===== config.mk =====
export PLATFORM = sky130hd
export DESIGN_NAME = cassette_port_flat
export DESIGN_NICKNAME = d
export VERILOG_FILES = /design/src/rtl/cassette_port_if.sv /design/src/rtl/cassette_port.sv /design/src/flat_wrapper.sv
export SDC_FILE = /design/constraint.sdc
export NUM_CORES = 1
export LEC_CHECK = 0
export ABC_AREA = 1
export ABC_CLOCK_PERIOD_IN_PS = 1800
export CAP_MARGIN = 10
export CORE_MARGIN = 2
export CORE_UTILIZATION = 40
export CTS_CLUSTER_DIAMETER = 120
export DETAILED_ROUTE_END_ITERATION = 7
export PLACE_DENSITY_LB_ADDON = 0.3
export RECOVER_POWER = 25
export SLEW_MARGIN = 20
export SYNTH_ARGS = -nofsm -noshare
export SYNTH_HDL_FRONTEND = slang
export SYNTH_SLANG_ARGS = --single-unit

===== constraint.sdc =====
create_clock -name clock -period 1.8 [get_ports clock]
set_input_delay 0.18 -clock clock [delete_from_list [all_inputs] [get_ports clock]]
set_output_delay 0.18 -clock clock [all_outputs]
set_load 0.005 [all_outputs]

===== src/rtl/cassette_port_if.sv =====
// rtl/cassette_port_if.sv - CPU port strobes and tape byte stream for cassette_port
interface cassette_port_if;
    logic       cs_n;
    logic       io_wr;
    logic       io_rd;
    logic [7:0] din;
    logic [7:0] dout;
    logic [7:0] byte_in;
    logic       byte_valid;
    logic       byte_ready;

    modport master (
        output cs_n, io_wr, io_rd, din, byte_in, byte_valid,
        input  dout, byte_ready
    );

    modport slave (
        input  cs_n, io_wr, io_rd, din, byte_in, byte_valid,
        output dout, byte_ready
    );
endinterface


===== src/rtl/cassette_port.sv =====
// rtl/cassette_port.sv - Model I cassette port latch and 500-baud FM pulse regenerator
// Defining CASSETTE_AUDIO_MIX_EN adds the registered 2-bit audio speaker mix output.
module cassette_port #(
    parameter int CELL_CYCLES  = 4000,
    parameter int PULSE_CYCLES = 250,
    parameter int DATA_OFFSET  = 2000
) (
    input  logic           clock,
    input  logic           reset_n,
    cassette_port_if.slave bus,
    output logic [1:0]     cas_level,
    output logic           motor,
    output logic           wide_mode,
    output logic           pulse_out,
    output logic           underrun
`ifdef CASSETTE_AUDIO_MIX_EN
    ,
    output logic [1:0]     audio
`endif
);
    localparam int CNT_W = $clog2(CELL_CYCLES + 1);
    localparam logic [CNT_W-1:0] CNT_ONE    = CNT_W'(1);
    localparam logic [CNT_W-1:0] CELL_LAST  = CNT_W'(CELL_CYCLES - 1);
    localparam logic [CNT_W-1:0] PULSE_END  = CNT_W'(PULSE_CYCLES);
    localparam logic [CNT_W-1:0] DATA_START = CNT_W'(DATA_OFFSET);
    localparam logic [CNT_W-1:0] DATA_END   = CNT_W'(DATA_OFFSET + PULSE_CYCLES);
    localparam bit CFG_OK = (DATA_OFFSET + PULSE_CYCLES <= CELL_CYCLES) &&
                            (PULSE_CYCLES < DATA_OFFSET);

    typedef enum logic [1:0] {
        IDLE  = 2'd0,
        CELL  = 2'd1,
        FETCH = 2'd2
    } state_t;

    state_t           state_q, state_d;
    logic [1:0]       cas_level_q, cas_level_d;
    logic             motor_q, motor_d;
    logic             wide_q, wide_d;
    logic             wr_prev_q, wr_prev_d;
    logic [7:0]       shift_q, shift_d;
    logic [2:0]       bit_cnt_q, bit_cnt_d;
    logic [CNT_W-1:0] cell_cnt_q, cell_cnt_d;
    logic [CNT_W-1:0] idle_cnt_q, idle_cnt_d;
    logic             underrun_q, underrun_d;
    logic             pulse_q, pulse_d;
    logic             pulse_prev_q, pulse_prev_d;
    logic             latch_q, latch_d;
    logic             byte_ready_q, byte_ready_d;

    logic wr_req;
    logic wr_edge;
    logic motor_off;
    logic accept;
    logic unused_bits;

    assign unused_bits = &{1'b0, bus.din[7:4], bus.io_rd};

    always_comb begin
        wr_req    = bus.io_wr && !bus.cs_n;
        wr_edge   = wr_req && !wr_prev_q;
        motor_off = wr_edge && !bus.din[2];
        accept    = bus.byte_valid && byte_ready_q;

        wr_prev_d    = wr_req;
        cas_level_d  = cas_level_q;
        motor_d      = motor_q;
        wide_d       = wide_q;
        state_d      = state_q;
        shift_d      = shift_q;
        bit_cnt_d    = bit_cnt_q;
        cell_cnt_d   = cell_cnt_q;
        idle_cnt_d   = '0;
        underrun_d   = underrun_q;
        pulse_d      = 1'b0;
        pulse_prev_d = pulse_q;
        latch_d      = latch_q;

        if (wr_edge) begin
            cas_level_d = bus.din[1:0];
            motor_d     = bus.din[2];
            wide_d      = bus.din[3];
            latch_d     = 1'b0;
        end
        // A pulse edge seen in the same cycle as a port write must not be lost.
        if (pulse_q && !pulse_prev_q) begin
            latch_d = 1'b1;
        end

        case (state_q)
            IDLE: begin
                if (accept) begin
                    shift_d    = bus.byte_in;
                    bit_cnt_d  = 3'd7;
                    cell_cnt_d = '0;
                    state_d    = CELL;
                end else if (motor_q && !bus.byte_valid) begin
                    if (idle_cnt_q == CELL_LAST) begin
                        underrun_d = 1'b1;
                    end else begin
                        idle_cnt_d = idle_cnt_q + CNT_ONE;
                    end
                end
            end
            CELL: begin
                pulse_d = (cell_cnt_q < PULSE_END) ||
                          (shift_q[7] && (cell_cnt_q >= DATA_START) && (cell_cnt_q < DATA_END));
                if (cell_cnt_q == CELL_LAST) begin
                    if (bit_cnt_q != 3'd0) begin
                        shift_d    = {shift_q[6:0], 1'b0};
                        bit_cnt_d  = bit_cnt_q - 3'd1;
                        cell_cnt_d = '0;
                    end else begin
                        state_d = FETCH;
                    end
                end else begin
                    cell_cnt_d = cell_cnt_q + CNT_ONE;
                end
            end
            FETCH: begin
                if (accept) begin
                    shift_d    = bus.byte_in;
                    bit_cnt_d  = 3'd7;
                    cell_cnt_d = '0;
                    state_d    = CELL;
                end else begin
                    state_d = IDLE;
                end
            end
            default: state_d = IDLE;
        endcase

        // Motor off abandons any byte in flight and silences the pulse train.
        if (motor_off) begin
            state_d    = IDLE;
            pulse_d    = 1'b0;
            cell_cnt_d = '0;
            bit_cnt_d  = '0;
            idle_cnt_d = '0;
            underrun_d = 1'b0;
        end

        byte_ready_d = (state_d == FETCH) || ((state_d == IDLE) && motor_d);
    end

    always_ff @(posedge clock or negedge reset_n) begin
        if (!reset_n) begin
            state_q      <= IDLE;
            cas_level_q  <= 2'b00;
            motor_q      <= 1'b0;
            wide_q       <= 1'b0;
            wr_prev_q    <= 1'b0;
            shift_q      <= 8'h00;
            bit_cnt_q    <= 3'd0;
            cell_cnt_q   <= '0;
            idle_cnt_q   <= '0;
            underrun_q   <= 1'b0;
            pulse_q      <= 1'b0;
            pulse_prev_q <= 1'b0;
            latch_q      <= 1'b0;
            byte_ready_q <= 1'b0;
        end else begin
            state_q      <= state_d;
            cas_level_q  <= cas_level_d;
            motor_q      <= motor_d;
            wide_q       <= wide_d;
            wr_prev_q    <= wr_prev_d;
            shift_q      <= shift_d;
            bit_cnt_q    <= bit_cnt_d;
            cell_cnt_q   <= cell_cnt_d;
            idle_cnt_q   <= idle_cnt_d;
            underrun_q   <= underrun_d;
            pulse_q      <= pulse_d;
            pulse_prev_q <= pulse_prev_d;
            latch_q      <= latch_d;
            byte_ready_q <= byte_ready_d;
        end
    end

    assign bus.dout       = {latch_q, 7'b0};
    assign bus.byte_ready = byte_ready_q;
    assign cas_level      = cas_level_q;
    assign motor          = motor_q;
    assign wide_mode      = wide_q;
    assign pulse_out      = pulse_q;
    assign underrun       = underrun_q;

`ifdef CASSETTE_AUDIO_MIX_EN
    logic [1:0] audio_q, audio_d;

    always_comb begin
        audio_d = cas_level_q | {2{pulse_q & motor_q}};
    end

    always_ff @(posedge clock or negedge reset_n) begin
        if (!reset_n) begin
            audio_q <= 2'b00;
        end else begin
            audio_q <= audio_d;
        end
    end

    assign audio = audio_q;
`endif

    always @(posedge clock) begin
        assert (CFG_OK)
            else $error("cassette_port: need DATA_OFFSET+PULSE_CYCLES <= CELL_CYCLES and PULSE_CYCLES < DATA_OFFSET");
    end
endmodule

===== src/flat_wrapper.sv =====
// flat-port wrapper written by rule: the top's interface ports become plain ports
module cassette_port_flat 
#(
    parameter int CELL_CYCLES  = 4000,
    parameter int PULSE_CYCLES = 250,
    parameter int DATA_OFFSET  = 2000
)
  (clock, reset_n, cas_level, motor, wide_mode, pulse_out, underrun, bus_cs_n, bus_io_wr, bus_io_rd, bus_din, bus_byte_in, bus_byte_valid, bus_dout, bus_byte_ready);
  cassette_port_if bus_i ();
  input  logic clock;
  input  logic reset_n;
  output logic [1:0] cas_level;
  output logic motor;
  output logic wide_mode;
  output logic pulse_out;
  output logic underrun;
  input wire logic [$bits(bus_i.cs_n)-1:0] bus_cs_n;
  input wire logic [$bits(bus_i.io_wr)-1:0] bus_io_wr;
  input wire logic [$bits(bus_i.io_rd)-1:0] bus_io_rd;
  input wire logic [$bits(bus_i.din)-1:0] bus_din;
  input wire logic [$bits(bus_i.byte_in)-1:0] bus_byte_in;
  input wire logic [$bits(bus_i.byte_valid)-1:0] bus_byte_valid;
  output wire logic [$bits(bus_i.dout)-1:0] bus_dout;
  output wire logic [$bits(bus_i.byte_ready)-1:0] bus_byte_ready;
  assign bus_i.cs_n = bus_cs_n;
  assign bus_i.io_wr = bus_io_wr;
  assign bus_i.io_rd = bus_io_rd;
  assign bus_i.din = bus_din;
  assign bus_i.byte_in = bus_byte_in;
  assign bus_i.byte_valid = bus_byte_valid;
  assign bus_dout = bus_i.dout;
  assign bus_byte_ready = bus_i.byte_ready;
  cassette_port #(.CELL_CYCLES(CELL_CYCLES), .PULSE_CYCLES(PULSE_CYCLES), .DATA_OFFSET(DATA_OFFSET)) u_core (.clock(clock), .reset_n(reset_n), .bus(bus_i), .cas_level(cas_level), .motor(motor), .wide_mode(wide_mode), .pulse_out(pulse_out), .underrun(underrun));
endmodule

==> metrics.yaml <==
numCtsBuffers: 5
path_cells: "ha_2, nand3_2, inv_2, nand3_2, nor2_4, nor2_4, buf_12, nand2_1, nand2_1, nand2_1, inv_1"
clkLatencyLatePin_ps: 300
place.gp.congestion: 0.8673
rrSetupSlack_ps: 130
r2r_start: "u_core.cell_cnt_q[0]"
r2r.worst_path.cells: 11
synth.largest_area_cell: "dfrtp_1"
grt_pass1_vias: 2020
gr-total-overflow: 0
place_area_sq_mm: 0.002942
skew_ps: 2.674
cts.sink_count: 47
slew_headroom: 0.1463
fin_nets: 385
synth_seq_cells: 47
n_antenna_cell: 0
clock.fmax_mhz: 598.9
fillers: 629
vias_per_cell: 4.805
slew_viol_final: 0
hpwl_um: 3863
p_sw_mw: 1.069
cp.arrival_ps: 1870
drtPass1Iterations: 4
startpoint_type: "flop"
run_status: "complete, no violations"
grt_max_degree: 27
grt_usage: 0.1574
yosys_warnings: 0
cellPowerDensity_mw_per_mm2: 988.1
netSwitchingFraction: 0.3527
wirelength_um: 5108
clockBufferDepth: 2
cellInternalPower_mw: 1.962
ys_seq_area_frac: 0.4543
io_pins: 37
fin_crit_ps: 1670
crit_top_cell: "nand2_1"
rows: 29
cts_tree: "built"
fin_crit_sh: 0.9276
synth_area_per_cell_sq_um: 7.990
crit_fanout: 12
synth_area_leaders: "dfrtp_1, nand2_1, nor2_1"
critical_path.startpoint: "u_core.cell_cnt_q[0]"
criticalPathCategory: "reg2reg"
finalInstanceArea_sq_mm: 0.003067
leakagePower_nw: 1.470
drive_gt1_frac: 0.1194
core_sq_mm: 0.006314
yosysTopAreaCellShare: 0.4543
timing.rr.end: "u_core.cell_cnt_q[9]"
p_comb_frac: 0.326
start_util: 0.4100
p_clk_frac: 0.211
cp.required_ps: 2000
tns_ps: 0
die_w_um: 84.45
port_buffers: 24
drc: 0
grt_pass1_wl_um: 9128
max_slew.worst_pin.slew_ps: 1280
die_area_sq_mm: 0.007131
worst_setup_hold_path_clk_slew_ps: 90
netlist_instances: 324
vdd_drop_max_mv: 0.5608
cp-end-kind: "flop"
critPathCapture: "u_core.cell_cnt_q[9]"
drt-initial-drc-count: 123
synth_area_sq_mm: 0.002589
cp_slowest_cell: "dfrtp_1"
synthToLayoutAreaGrowth_pct: 18.46
setup_viol: 0
critPathMaxStageDelay_ps: 420
hold_class: "reg2reg"
die_y_um: 84.45
synth.distinct_cells: 31
fin_util: 0.4857
share_seq_of_total_power: 0.463
max_cap_violations: 0
final_hold_viol_count: 0
vias: 2100
routedWlPerCell_um: 11.69
ant_nets: 0
ctsHtreeMaxLevel: 2
cts_root_buf: "clkbuf_8"
antenna_found_initial: 0
cell type report:
class                           count  area [sq um]  area share
Multi-Input combinational cell    228          1201      0.3917
Sequential cell                    47          1176      0.3835
Timing Repair Buffer               36         351.6      0.1146
Inverter                           41         153.9     0.05018
Tap cell                           77         96.34     0.03142
Clock buffer                        5         68.82     0.02244
Clock inverter                      3         18.77    0.006120
Yosys cell counts:
master and n:
nand3_2 2, nand2_1 69, xor2_1 5, o21ai_1 14, nor2_4 3, nor2_2 5, mux2i_1 7, o21ai_0 10
nor4_1 1, nor3_1 7, nand2_2 4, buf_4 8, nor2_1 42, dfrtp_1 47, o21bai_1 1, inv_2 4
nand3b_1 1, buf_6 2, buf_2 3, clkbuf_1 1, nand4_1 5, xnor2_1 2, nand3_4 1, inv_1 37
mux2_2 3, nand2_4 1, a21oi_1 11, ha_1 4, nand3_1 21, conb_1 1, nor3b_1 2
power by group through the flow:
stage          logic (mW)  registers [mW]  clock network [mW]
2_1_floorplan       0.707            1.38                   0
3_3_place_gp        0.923            1.42                   0
3_5_place_dp        0.948            1.42                   0
4_1_cts             0.951            1.40               0.673
5_1_grt              1.14            1.43               0.715
6_report            0.987            1.40               0.639
cells by family (layout without fill, tap and decap cells):
kind of cell    after synthesis  count (layout)  share of synthesized area
xor+xnor                      7               7                    0.02368
simple gates                164             164                     0.2919
other cells                   1               7                   0.001449
buf+inv                      55              85                    0.09859
mux                          10              10                    0.04012
flops                        47              47                     0.4543
fa+ha+maj                     4               4                    0.01933
compound gates               36              36                    0.07057
worst min-delay path by stage:
stage,endpoint,slack [ps],start,depth (start not counted)
detailed placement,u_core.idle_cnt_q[5],190,reset_n,1
finish,u_core.pulse_prev_q,410,u_core.pulse_out,0
global placement,u_core.idle_cnt_q[5],190,reset_n,1
global route,u_core.pulse_prev_q,420,u_core.pulse_out,0
floorplan,u_core.bit_cnt_q[0],-120,reset_n,0
CTS,u_core.bit_cnt_q[1],400,reset_n,2
placed cells by master (no fill, tap or decap), drive strengths merged:
cell / synthesis / final
nand2: 74 / 74
nor2: 50 / 50
dfrtp: 47 / 47
inv: 41 / 42
nand3: 24 / 24
o21ai: 24 / 24
clkdlybuf4s50: 0 / 23
a21oi: 11 / 11
buf: 13 / 11
nor3: 7 / 7
mux2i: 7 / 7
conb: 1 / 7
clkbuf: 1 / 6
xor2: 5 / 5
nand4: 5 / 5
ha: 4 / 4
mux2: 3 / 3
xnor2: 2 / 2
nor3b: 2 / 2
clkinv: 0 / 2
nand3b: 1 / 1
o21bai: 1 / 1
nor4: 1 / 1
dlygate4sd3: 0 / 1
routing by layer:
layer | share of wire | global-route usage | vias to the layer above
li1 | - | - | 1087
met1 | 0.48 | 0.2083 | 967
met2 | 0.46 | 0.2590 | 37
met3 | 0.035 | 0.03147 | 9
met4 | 0.018 | 0.05483 | 0
met5 | 0 | 0 | -
critical path: cells and delay by family, from the launching register on:
family        cells  cell delay, ps
fa+ha+maj         1             220
buf+inv           3             290
flops             1             420
simple gates      7             650
metrics by stage:
stage	total power [mW]	instances	hold slack (ps)	setup slack, ps
after floorplan	2.083	330	-115.6	356.8
after global placement	2.340	427	186.7	48.26
after detailed placement	2.370	427	194.9	22.70
after CTS	3.027	436	398.8	44.33
after global routing	3.291	437	422.8	-6.591
final	3.030	437	405.3	130.3
flip-flops by register name (all words and copies together), names as in the netlist, 2 cells and up:
| signal | cells |
|---|---|
| u_core.state_q | 2 |
| u_core.shift_q | 8 |
| u_core.cas_level | 2 |
| u_core.cell_cnt_q | 12 |
| u_core.bit_cnt_q | 3 |
| u_core.idle_cnt_q | 12 |
timing repair:
item | CTS | global route
setup endpoints to repair | 0 | 8
endpoints found under the hold margin | 21 | 0
gates resized for setup | 0 | 5
hold buffers | 1 | 0
setup buffers | 0 | 1
(Power assumes the default switching activity.)
